### config.mk
export PLATFORM = sky130hd
export DESIGN_NAME = core_mem_arbiter_flat
export DESIGN_NICKNAME = d
export VERILOG_FILES = /design/src/rtl/core_mem_arbiter_if.sv /design/src/rtl/core_mem_arbiter.sv /design/src/flat_wrapper.sv
export SDC_FILE = /design/constraint.sdc
export NUM_CORES = 1
export LEC_CHECK = 0
export ABC_AREA = 1
export CAP_MARGIN = 40
export CORE_AREA = 5 5 165 167
export CTS_CLUSTER_SIZE = 12
export DETAILED_ROUTE_END_ITERATION = 8
export DIE_AREA = 0 0 170 172
export MAX_ROUTING_LAYER = met4
export SETUP_SLACK_MARGIN = 0.1
export SLEW_MARGIN = 5
export SYNTH_ARGS = -nofsm -noshare
export SYNTH_HDL_FRONTEND = slang
export SYNTH_SLANG_ARGS = --single-unit
### constraint.sdc
create_clock -name CLK -period 3.9 [get_ports CLK]
set_input_delay 0.78 -clock CLK [delete_from_list [all_inputs] [get_ports CLK]]
set_output_delay 0.78 -clock CLK [all_outputs]
set_load 0.05 [all_outputs]
### src/rtl/core_mem_arbiter_if.sv
// Shared types and the core/RAM bus bundle for core_mem_arbiter.
// The master modport is the core+RAM side; the slave modport is the arbiter.
package core_mem_arbiter_pkg;
  typedef logic [31:0] word_t;
  typedef enum logic [1:0] {FREE, BUSY, ACCESS, ERROR} ramstate_t;
endpackage

interface core_mem_arbiter_if;
  import core_mem_arbiter_pkg::*;

  logic      [1:0] iREN;
  word_t     [1:0] iaddr;
  logic      [1:0] dREN;
  logic      [1:0] dWEN;
  word_t     [1:0] daddr;
  word_t     [1:0] dstore;
  logic      [1:0] iwait;
  logic      [1:0] dwait;
  word_t     [1:0] iload;
  word_t     [1:0] dload;
  ramstate_t       ramstate;
  word_t           ramload;
  word_t           ramaddr;
  word_t           ramstore;
  logic            ramREN;
  logic            ramWEN;

  modport master (
    output iREN, iaddr, dREN, dWEN, daddr, dstore, ramstate, ramload,
    input  iwait, dwait, iload, dload, ramaddr, ramstore, ramREN, ramWEN
  );

  modport slave (
    input  iREN, iaddr, dREN, dWEN, daddr, dstore, ramstate, ramload,
    output iwait, dwait, iload, dload, ramaddr, ramstore, ramREN, ramWEN
  );
endinterface

### src/rtl/core_mem_arbiter.sv
// Two-core arbiter sharing one RAM port among I0, D0, I1, D1 (IDLE/SERVE FSM).
// Define ARB_ROUND_ROBIN_EN to break inter-core ties in favour of the core not served last.
module core_mem_arbiter
  import core_mem_arbiter_pkg::*;
(
  input  logic                 CLK,
  input  logic                 nRST,
  core_mem_arbiter_if.slave    bus
);

  typedef enum logic {IDLE, SERVE} state_t;

  typedef struct packed {
    logic core;
    logic data;
  } owner_t;

  state_t state, next_state;
  owner_t owner, next_owner;
  logic   last_core, next_last_core;

  logic [1:0] dreq;
  logic [1:0] req;
  logic       tie_core;
  logic       pick_core;
  logic       owner_req;

  assign dreq = bus.dREN | bus.dWEN;
  assign req  = dreq | bus.iREN;

`ifdef ARB_ROUND_ROBIN_EN
  assign tie_core = ~last_core;
`else
  assign tie_core = 1'b0;
`endif

  assign pick_core = (req[0] && req[1]) ? tie_core : req[1];
  assign owner_req = owner.data ? dreq[owner.core] : bus.iREN[owner.core];

  always_ff @(posedge CLK or negedge nRST) begin
    if (!nRST) begin
      state     <= IDLE;
      owner     <= '0;
      last_core <= 1'b1;
    end else begin
      state     <= next_state;
      owner     <= next_owner;
      last_core <= next_last_core;
    end
  end

  always_comb begin
    next_state     = state;
    next_owner     = owner;
    next_last_core = last_core;
    bus.iwait      = '1;
    bus.dwait      = '1;
    bus.iload      = '0;
    bus.dload      = '0;
    bus.ramaddr    = '0;
    bus.ramstore   = '0;
    bus.ramREN     = 1'b0;
    bus.ramWEN     = 1'b0;

    case (state)
      IDLE: begin
        if (|req) begin
          next_state      = SERVE;
          next_owner.core = pick_core;
          next_owner.data = dreq[pick_core];
        end
      end

      SERVE: begin
        // A dropped request aborts silently: strobes stay low and no wait pulse.
        if (!owner_req) begin
          next_state = IDLE;
        end else begin
          if (owner.data) begin
            bus.ramaddr  = bus.daddr[owner.core];
            bus.ramstore = bus.dstore[owner.core];
            bus.ramWEN   = bus.dWEN[owner.core];
            bus.ramREN   = ~bus.dWEN[owner.core];
          end else begin
            bus.ramaddr  = bus.iaddr[owner.core];
            bus.ramREN   = 1'b1;
          end

          if (bus.ramstate == ACCESS) begin
            if (owner.data) begin
              bus.dwait[owner.core] = 1'b0;
              bus.dload[owner.core] = bus.ramload;
            end else begin
              bus.iwait[owner.core] = 1'b0;
              bus.iload[owner.core] = bus.ramload;
            end
            next_last_core = owner.core;
            next_state     = IDLE;
          end
        end
      end

      default: next_state = IDLE;
    endcase
  end

  a_strobes_exclusive: assert property (@(posedge CLK) disable iff (!nRST)
    !(bus.ramREN && bus.ramWEN));

  a_last_core_tracks: assert property (@(posedge CLK) disable iff (!nRST)
    (state == SERVE && owner_req && bus.ramstate == ACCESS) |=> (last_core == $past(owner.core)));

endmodule

### src/flat_wrapper.sv
// flat-port wrapper written by rule: the top's interface ports become plain ports
module core_mem_arbiter_flat import core_mem_arbiter_pkg::*;
  (CLK, nRST, bus_iREN, bus_iaddr, bus_dREN, bus_dWEN, bus_daddr, bus_dstore, bus_ramstate, bus_ramload, bus_iwait, bus_dwait, bus_iload, bus_dload, bus_ramaddr, bus_ramstore, bus_ramREN, bus_ramWEN);
  core_mem_arbiter_if bus_i ();
  input  logic CLK;
  input  logic nRST;
  input wire logic [$bits(bus_i.iREN)-1:0] bus_iREN;
  input wire logic [$bits(bus_i.iaddr)-1:0] bus_iaddr;
  input wire logic [$bits(bus_i.dREN)-1:0] bus_dREN;
  input wire logic [$bits(bus_i.dWEN)-1:0] bus_dWEN;
  input wire logic [$bits(bus_i.daddr)-1:0] bus_daddr;
  input wire logic [$bits(bus_i.dstore)-1:0] bus_dstore;
  input wire logic [$bits(bus_i.ramstate)-1:0] bus_ramstate;
  input wire logic [$bits(bus_i.ramload)-1:0] bus_ramload;
  output wire logic [$bits(bus_i.iwait)-1:0] bus_iwait;
  output wire logic [$bits(bus_i.dwait)-1:0] bus_dwait;
  output wire logic [$bits(bus_i.iload)-1:0] bus_iload;
  output wire logic [$bits(bus_i.dload)-1:0] bus_dload;
  output wire logic [$bits(bus_i.ramaddr)-1:0] bus_ramaddr;
  output wire logic [$bits(bus_i.ramstore)-1:0] bus_ramstore;
  output wire logic [$bits(bus_i.ramREN)-1:0] bus_ramREN;
  output wire logic [$bits(bus_i.ramWEN)-1:0] bus_ramWEN;
  assign bus_i.iREN = bus_iREN;
  assign bus_i.iaddr = bus_iaddr;
  assign bus_i.dREN = bus_dREN;
  assign bus_i.dWEN = bus_dWEN;
  assign bus_i.daddr = bus_daddr;
  assign bus_i.dstore = bus_dstore;
  assign bus_i.ramstate = bus_ramstate;
  assign bus_i.ramload = bus_ramload;
  assign bus_iwait = bus_i.iwait;
  assign bus_dwait = bus_i.dwait;
  assign bus_iload = bus_i.iload;
  assign bus_dload = bus_i.dload;
  assign bus_ramaddr = bus_i.ramaddr;
  assign bus_ramstore = bus_i.ramstore;
  assign bus_ramREN = bus_i.ramREN;
  assign bus_ramWEN = bus_i.ramWEN;
  core_mem_arbiter u_core (.CLK(CLK), .nRST(nRST), .bus(bus_i));
endmodule
# After elaboration in Yosys (flattened, before gate mapping)
# Cells that the tools add are included.
[totals] output_inout_bits=198 input_bits=234 wordCells=69 ff_bits=3
[classes] n_lt_le_gt_ge=3 n_bitwise=6 n_reduce_logical=4 n_eq_ne=1 muxes=52
[op_table] operator="$mux W64" n=8
[op_table] operator="$mux W32" n=13
[op_table] operator="$and A64 B64 Y64" n=1
[op_table] operator="$demux W32 S1" n=1
[op_table] operator="$mux W1" n=20
[op_table] operator="$mux W2" n=8
[op_table] operator="$lt A1 B2 Y1 const B" n=2
[op_table] operator="$or A2 B2 Y2" n=2
[op_table] operator="$eq A2 B2 Y1 const B" n=1
[op_table] operator="$logic_and A1 B1 Y1" n=2
[op_table] operator="$not A1 Y1" n=2
[op_table] operator="$not A2 Y2" n=1
[op_table] operator="$pmux W1 S2" n=1
[op_table] operator="$reduce_and A2 Y1" n=1
[op_table] operator="$reduce_or A2 Y1" n=1
[op_table] operator="$demux W1 S1" n=1
[op_table] operator="$ge A1 B1 Y1 const B" n=1

# Depth between registers and ports, before layout
# Gate-level depths: netlist of the first run.
[depth] word_depth=9 ltp_mapped=9 depth_no_buf=7

# Worst setup path after synthesis of the first run
# Ideal clock, no wire load.
[synth_path] path_type="input to output" startpoint="input port bus_dREN[1]" endpoint="output port bus_dload[54]" t_required_ps=3120 cell_stages=8 setup_slack_ps=963 arrival_ps=2157 path_buffers=2 path_cell_list="nor2_1 nand2_1 nand2_1 nor2_2 buf_6 nand2_2 buf_4 nor2_1"
[synth_between] elab_chain_len=6
[synth_lines] element="start, declared" line_no="flat_wrapper.sv:9" source="input wire logic [$bits(bus_i.dREN)-1:0] bus_dREN;"
[synth_lines] element="$or A2 B2 Y2" line_no="core_mem_arbiter.sv:28" source="assign dreq = bus.dREN | bus.dWEN;"
[synth_lines] element="$mux W1 (implied by the code) (2 in series)" line_no="core_mem_arbiter.sv:38" source="assign owner_req = owner.data ? dreq[owner.core] : bus.iREN[owner.core];"
[synth_lines] element="$mux W1" line_no="core_mem_arbiter.sv:38"
[synth_lines] element="$mux W64" line_no="core_mem_arbiter.sv:76" source="if (!owner_req) begin"
[synth_lines] element="$mux W64" line_no="core_mem_arbiter.sv:65" source="case (state)"
[synth_lines] element="end, declared" line_no="flat_wrapper.sv:18" source="output wire logic [$bits(bus_i.dload)-1:0] bus_dload;"
# Every way passes these cells. The select of a mux whose other input is x is not followed.

# Final worst setup path of the first run
[layout_path] startpoint="input port bus_dREN[1]" endpoint="output port bus_ramstore[24]"
[layout_between] elab_chain_len=6
[layout_lines] element="$or A2 B2 Y2" line_no="core_mem_arbiter.sv:28"
[layout_lines] element="$mux W1 (implied by the code) (2 in series)" line_no="core_mem_arbiter.sv:38"
[layout_lines] element="$mux W1" line_no="core_mem_arbiter.sv:38"
[layout_lines] element="$mux W32" line_no="core_mem_arbiter.sv:76"
[layout_lines] element="$mux W32" line_no="core_mem_arbiter.sv:65"
[layout_lines] element="end, declared" line_no="flat_wrapper.sv:20" source="output wire logic [$bits(bus_i.ramstore)-1:0] bus_ramstore;"
# Every way passes these cells. The select of a mux whose other input is x is not followed.

==> flow_metrics.tcl, run 1 <==
set metrics [dict create \
    status "complete, no violations" \
    dr_wl_met2_um 11300 \
    p_int_mw 2.46 \
    cp_slowest_stage_delay_ns 0.49 \
    ys_seq_elements 3 \
    critPathMostFrequentCell "nand2_1" \
    final.setup_skew_ns 0.00186 \
    yosys.cell_count.top_type "nand2_1" \
    cp_num_buf_inv 3 \
    gp_routability_congestion 0.912 \
    cp_data_arrival_time_ns 2.66 \
    ys_warn_count 0 \
    grt_max_degree 39 \
    syn_to_final_growth_pct 243 \
    leakage_nw 4.27 \
    cp-end-kind "output pin" \
    yosysSeqAreaShare 0.0274 \
    ys.flop_type "dfrtp_1" \
    drc 0 \
    grt_pass1_wl_um 31000 \
    synth_edf_count 0 \
    cp_cell_sequence "clkdlybuf4s50_1 -> nor2_1 -> nand2_1 -> nand2_1 -> nor2_2 -> buf_4 -> nand2_1 -> nor2_1 -> buf_12" \
    die_h_um 172 \
    rsz0062_at_grt "no" \
    final_cell_count_no_fill 1414 \
    cts_made_buffers 3 \
    drt-pass1-iter-count 7 \
    tightest_slew_ns 0.664 \
    critPathKind "input pin to output pin" \
    io_buffers 431 \
    clock_latency_ns 0.22 \
    dp_hpwl_um 18100 \
    period_minus_slack_ns 3.44 \
    worstSetupStartpointType "input pin" \
    cpLargestDelayFamily "buffers and inverters" \
    dp_cells 1410 \
    ctsHoldBuffers 0 \
    cts_resized 0 \
    vias_per_cell 3.86 \
    p_sw_frac 0.575 \
    synthTopCellsByArea "nand2_1 43%, nor2_1 31%, a21oi_1 6.2%" \
    pre_cts_slack_ns 0.451 \
    rows 59 \
    post-cts-setup-buffer-count 0 \
    utilization 0.367 \
    die_x_um 170 \
    synth_common_cells "310 x nand2_1, 229 x nor2_1, 38 x inv_1" \
    n_antenna_cell 0 \
    wl_um 21500 \
    synth.largest_area_cell "nand2_1" \
    clkSlewWorstSetupHoldPaths_ns 0.03 \
    dieArea_sq_mm 0.0292 \
    met1_length_um 8010 \
    dr_wl_met3_um 1780 \
    wl_per_cell_um 15.2 \
    grt_pass1_vias 5393 \
    antenna_found_initial 0 \
    synth_cell_type_count 17 \
    worst_hold_path_type "input pin to async pin" \
    slowest_stage "clkdlybuf4s50_1" \
    syn_area_per_cell_sq_um 4.06 \
    tritoncts "built" \
    max_freq_mhz 290 \
    p_switching_mw 3.32 \
    finalHoldViolCount 0 \
    setup_ws_ns 0.457 \
    cts_root_buf "clkbuf_16" \
    drt_iter0_drc 212 \
    cp_data_required_time_ns 3.12 \
    clock_power_share 0.028 \
    cts_sinks 3 \
    num-nets-final 1314 \
    final.period_utilization 0.883 \
    p_comb_frac 0.957 \
    via_count 5452 \
    overflow 0 \
    hold_ws_ns 0.760 \
    worstPathMaxFanout 32 \
    routed.top_layer "met4" \
    synthArstFlopShare 1.00 \
    yosysTopAreaCellShare 0.425 \
    worst_slew_margin_rel 0.557 \
    pin_count 432 \
    p_seq_frac 0.015 \
    syn-num-nets 909 \
    ir_worst_vdd_uv 404 \
    grt_use_total 0.138 \
    tns_ns 0 \
    drive_gt1_frac 0.209 \
    slew_violations 0 \
    ant_nets 0 \
    syn_area_sq_mm 0.00274 \
    finalSetupViolCount 0 \
    synth_cells 675 \
    start_util 0.107 \
    cts_max_level 1 \
    maxCapViolations 0 \
    core_area_sq_mm 0.0256 \
    clockBufferDepth 2 \
    power_density_mw_per_mm2 615 \
]
## path summary, 6_finish.rpt
kind                                              from                          end  slack [ns]  depth (start not counted)
min reg2reg                u_core.owner[0]$_DFFE_PN0P_       u_core.state$_DFF_PN0_        0.89                          7
max in group asynchronous                         nRST  u_core.owner[0]$_DFFE_PN0P_        2.98                          1
min                                               nRST       u_core.state$_DFF_PN0_        0.76                          1
max                                        bus_dREN[1]             bus_ramstore[24]        0.46                          9
min in group CLK           u_core.owner[0]$_DFFE_PN0P_       u_core.state$_DFF_PN0_        0.89                          7
max reg2reg                u_core.owner[1]$_DFFE_PN0P_  u_core.owner[1]$_DFFE_PN0P_        2.37                          2
## state kept, by name, summed over array words and instances (netlist names)
| name | count |
|---|---|
| u_core.owner | 2 |
| u_core.state | 1 |
## metal layers
layer	track usage	vias to the layer above
met1	0.155	2346
met2	0.262	296
met5	-	-
met3	0.0181	22
li1	-	2788
met4	0.0260	0
## power groups by stage
stage	Combinational, mW	Sequential (mW)	Clock (mW)
after floorplan	2.95	0.0594	0
after global placement	5.57	0.0898	0
after detailed placement	5.59	0.0900	0
after CTS	5.60	0.0900	0.162
after global routing	5.89	0.0957	0.166
final	5.53	0.0890	0.159
## final cells by class
type                            instances  area, sq um
Multi-Input combinational cell        586         2270
Tap cell                              335          419
Clock buffer                            4         78.8
Fill cell                            2627        16200
Inverter                               41          154
Sequential cell                         3         75.1
Timing Repair Buffer                  445         6400
## cells in the final DEF (no fill, tap or decap), drive strengths merged
| cell | n |
|---|---|
| buf | 212 |
| nor2 | 232 |
| a21oi | 34 |
| clkbuf | 4 |
| inv | 41 |
| nand3 | 1 |
| clkdlybuf4s50 | 233 |
| a21boi | 1 |
| nor3 | 2 |
| o21ai | 2 |
| dfrtp | 3 |
| nand2 | 314 |
## per-stage QoR
step	instance area, sq um	power, mW
global route	9400	6.15
finish	9400	5.78
detailed placement	9320	5.68
floorplan	2740	3.01
global placement	9320	5.66
CTS	9400	5.86
## logic make-up after synthesis
| kind of cell | share of synthesized area |
|---|---|
| AO/OA/AOI/OAI | 0.0686 |
| buffers and inverters | 0.142 |
| AND/OR/NAND/NOR | 0.762 |
| flip-flops | 0.0274 |
Note: power is estimated with default switching activity, not from simulation.
==> run 2: changes to the inputs <==
--- a/config.mk
+++ b/config.mk
@@ -5,9 +5,8 @@
 export SDC_FILE = /design/constraint.sdc
 export NUM_CORES = 1
 export LEC_CHECK = 0
-export ABC_AREA = 1
 export CAP_MARGIN = 40
-export CORE_AREA = 5 5 165 167
+export CORE_AREA = 2 2 168 170
 export CTS_CLUSTER_SIZE = 12
 export DETAILED_ROUTE_END_ITERATION = 8
 export DIE_AREA = 0 0 170 172
==> run 2 against run 1 <==
Against the previous run:
- global-route usage shrank 0.28 points
- die area stayed put
- synthesized cell count down 36%
- wire length shrank 4.6%
- first-iteration DRC count up 5.2%
- critical endpoint is now bus_dload[0]
- highest routed layer unchanged
==> flow_metrics.tcl, run 2 <==
set metrics [dict create \
    status "complete, no violations" \
    top_regs "u_core.owner: 2 flops, u_core.state: 1 flops" \
    post-cts-setup-buffer-count 0 \
    max_freq_mhz 278 \
    io_buffers 431 \
    antenna_found_initial 0 \
    synth_cells 431 \
    syn_area_sq_mm 0.00389 \
    clock_power_share 0.032 \
    dieArea_sq_mm 0.0292 \
    ir_worst_vdd_uv 494 \
    drt-pass1-iter-count 4 \
    die_x_um 170 \
    regMostFlops "u_core.owner" \
    ant_nets 0 \
    ys_warn_count 0 \
    ys_seq_elements 3 \
    yosysTopAreaCellShare 0.206 \
    gp_routability_congestion 0.843 \
    grt_max_degree 65 \
    worst_hold_path_type "input pin to async pin" \
    ys.flop_type "dfrtp_1" \
    ctsHoldBuffers 0 \
    drc 0 \
    grt_pass1_vias 5221 \
    dp_hpwl_um 16900 \
    worstSetupStartpointType "input pin" \
    yosysSeqAreaShare 0.0193 \
    core_area_sq_mm 0.0275 \
    worstPathMaxFanout 39 \
    tritoncts "built" \
    synthArstFlopShare 1.00 \
    slowest_stage "clkdlybuf4s50_1" \
    wl_um 20500 \
    n_antenna_cell 0 \
    power_density_mw_per_mm2 555 \
    p_int_mw 1.94 \
    drt_iter0_drc 223 \
    via_count 5175 \
    p_switching_mw 3.12 \
    cp-end-kind "output pin" \
    rsz0062_at_grt "no" \
    reg2regPathDepth 4 \
    cts_resized 0 \
    leakage_nw 3.37 \
    worst_slew_margin_rel 0.519 \
    cp_slowest_stage_delay_ns 0.52 \
    clkSlewWorstSetupHoldPaths_ns 0.03 \
    final_cell_mix "236 x clkdlybuf4s50_1, 151 x buf_4, 81 x buf_12, 65 x nand2_1, 64 x nor4_2" \
    cts_sinks 3 \
    cp_cell_sequence "clkdlybuf4s50_1 -> nor2_1 -> a31o_4 -> buf_4 -> nor4_2 -> buf_12" \
    synth_common_cells "65 x nand2_1, 64 x nor4_2, 59 x and2_1" \
    period_minus_slack_ns 3.60 \
    pin_count 432 \
    finalHoldViolCount 0 \
    fillers 2806 \
    wl_per_cell_um 17.4 \
    finalPower_mw 5.06 \
    multi_input_area_sq_mm 0.00340 \
    layout.cells.most_common "clkdlybuf4s50_1" \
    yosys.cell_count.top_type "nand2_1" \
    overflow 0 \
    synth.largest_area_cell "nor4_2" \
    p_sw_frac 0.616 \
    cts_made_buffers 3 \
    cts_root_buf "clkbuf_16" \
    tightest_slew_ns 0.722 \
    drive_gt1_frac 0.477 \
    final.setup_skew_ns 0.00204 \
    syn_area_per_cell_sq_um 9.03 \
    tns_ns 0 \
    clock_latency_ns 0.22 \
    cp_data_required_time_ns 3.12 \
    clockBufferDepth 2 \
    synth_edf_count 0 \
    largest_reg_flops 2 \
    rows 61 \
    synth_cell_type_count 36 \
    num-nets-final 1072 \
    grt_use_total 0.135 \
    start_util 0.142 \
    grt_pass1_wl_um 30300 \
    die_h_um 172 \
    critPathKind "input pin to output pin" \
    syn-num-nets 665 \
    syn_to_final_growth_pct 134 \
    slew_violations 0 \
    cp_data_arrival_time_ns 2.82 \
    maxCapViolations 0 \
    regArea_sq_um 77.6 \
    p_seq_frac 0.024 \
    cts_max_level 1 \
    final.period_utilization 0.923 \
    vias_per_cell 4.37 \
    synthTopCellsByArea "nor4_2 21%, mux4_2 19%, and2_1 9.5%" \
    p_comb_frac 0.944 \
    finalSetupViolCount 0 \
]
==> run 2: layout make-up <==
cell class,instances,share of cell area
Clock buffer,4,0.00865
Inverter,3,0.00124
Multi-Input combinational cell,359,0.373
Sequential cell,3,0.00851
Tap cell,346,0.0475
Timing Repair Buffer,468,0.561
==> run 2: cell families after synthesis <==
family / Yosys count / share of synthesized area
simple gates: 283 / 0.596
buf+inv: 69 / 0.115
compound gates: 43 / 0.0816
mux: 33 / 0.188
flops: 3 / 0.0193
==> run 2: through the flow <==
step	hold slack, ns	setup slack (ns)	area (sq um)	util	cells
floorplan	0.484	0.235	3890	-	431
global placement	0.732	0.349	9040	0.329	1179
detailed placement	0.753	0.304	9040	0.329	1179
CTS	0.738	0.289	9120	0.332	1183
global route	0.740	0.220	9120	0.332	1183
finish	0.739	0.300	9120	0.332	1183
==> run 2: critical path: cells and delay by family <==
family | cells | cell delay (ns)
simple gates | 2 | 0.55
buf+inv | 3 | 1.01
compound gates | 1 | 0.46
==> run 2: metal layers <==
metal / up-vias / global-route usage / share of wire
met4: 0 / 0.0286 / 0.020
met2: 267 / 0.239 / 0.50
met5: - / - / 0
met3: 22 / 0.0195 / 0.065
li1: 2446 / - / -
met1: 2440 / 0.164 / 0.41
==> run 2: power groups by stage <==
stage                     combinational [mW]  sequential [mW]  clock, mW
after floorplan                         3.45           0.0632          0
after global placement                  4.80            0.121          0
after detailed placement                4.82            0.123          0
after CTS                               4.83            0.123      0.166
after global routing                    5.03            0.129      0.170
final                                   4.78            0.123      0.163
==> run 2: path summary, 6_finish.rpt <==
check                                       startpoint                          end  slack, ns
setup / recovery                           bus_dWEN[1]                 bus_dload[0]       0.30
min in group CLK                u_core.state$_DFF_PN0_  u_core.owner[0]$_DFFE_PN0P_       0.78
hold reg to reg                 u_core.state$_DFF_PN0_  u_core.owner[0]$_DFFE_PN0P_       0.78
hold / removal                                    nRST       u_core.state$_DFF_PN0_       0.74
setup reg to reg           u_core.owner[1]$_DFFE_PN0P_       u_core.state$_DFF_PN0_       1.85
max in group asynchronous                         nRST  u_core.owner[0]$_DFFE_PN0P_       3.00
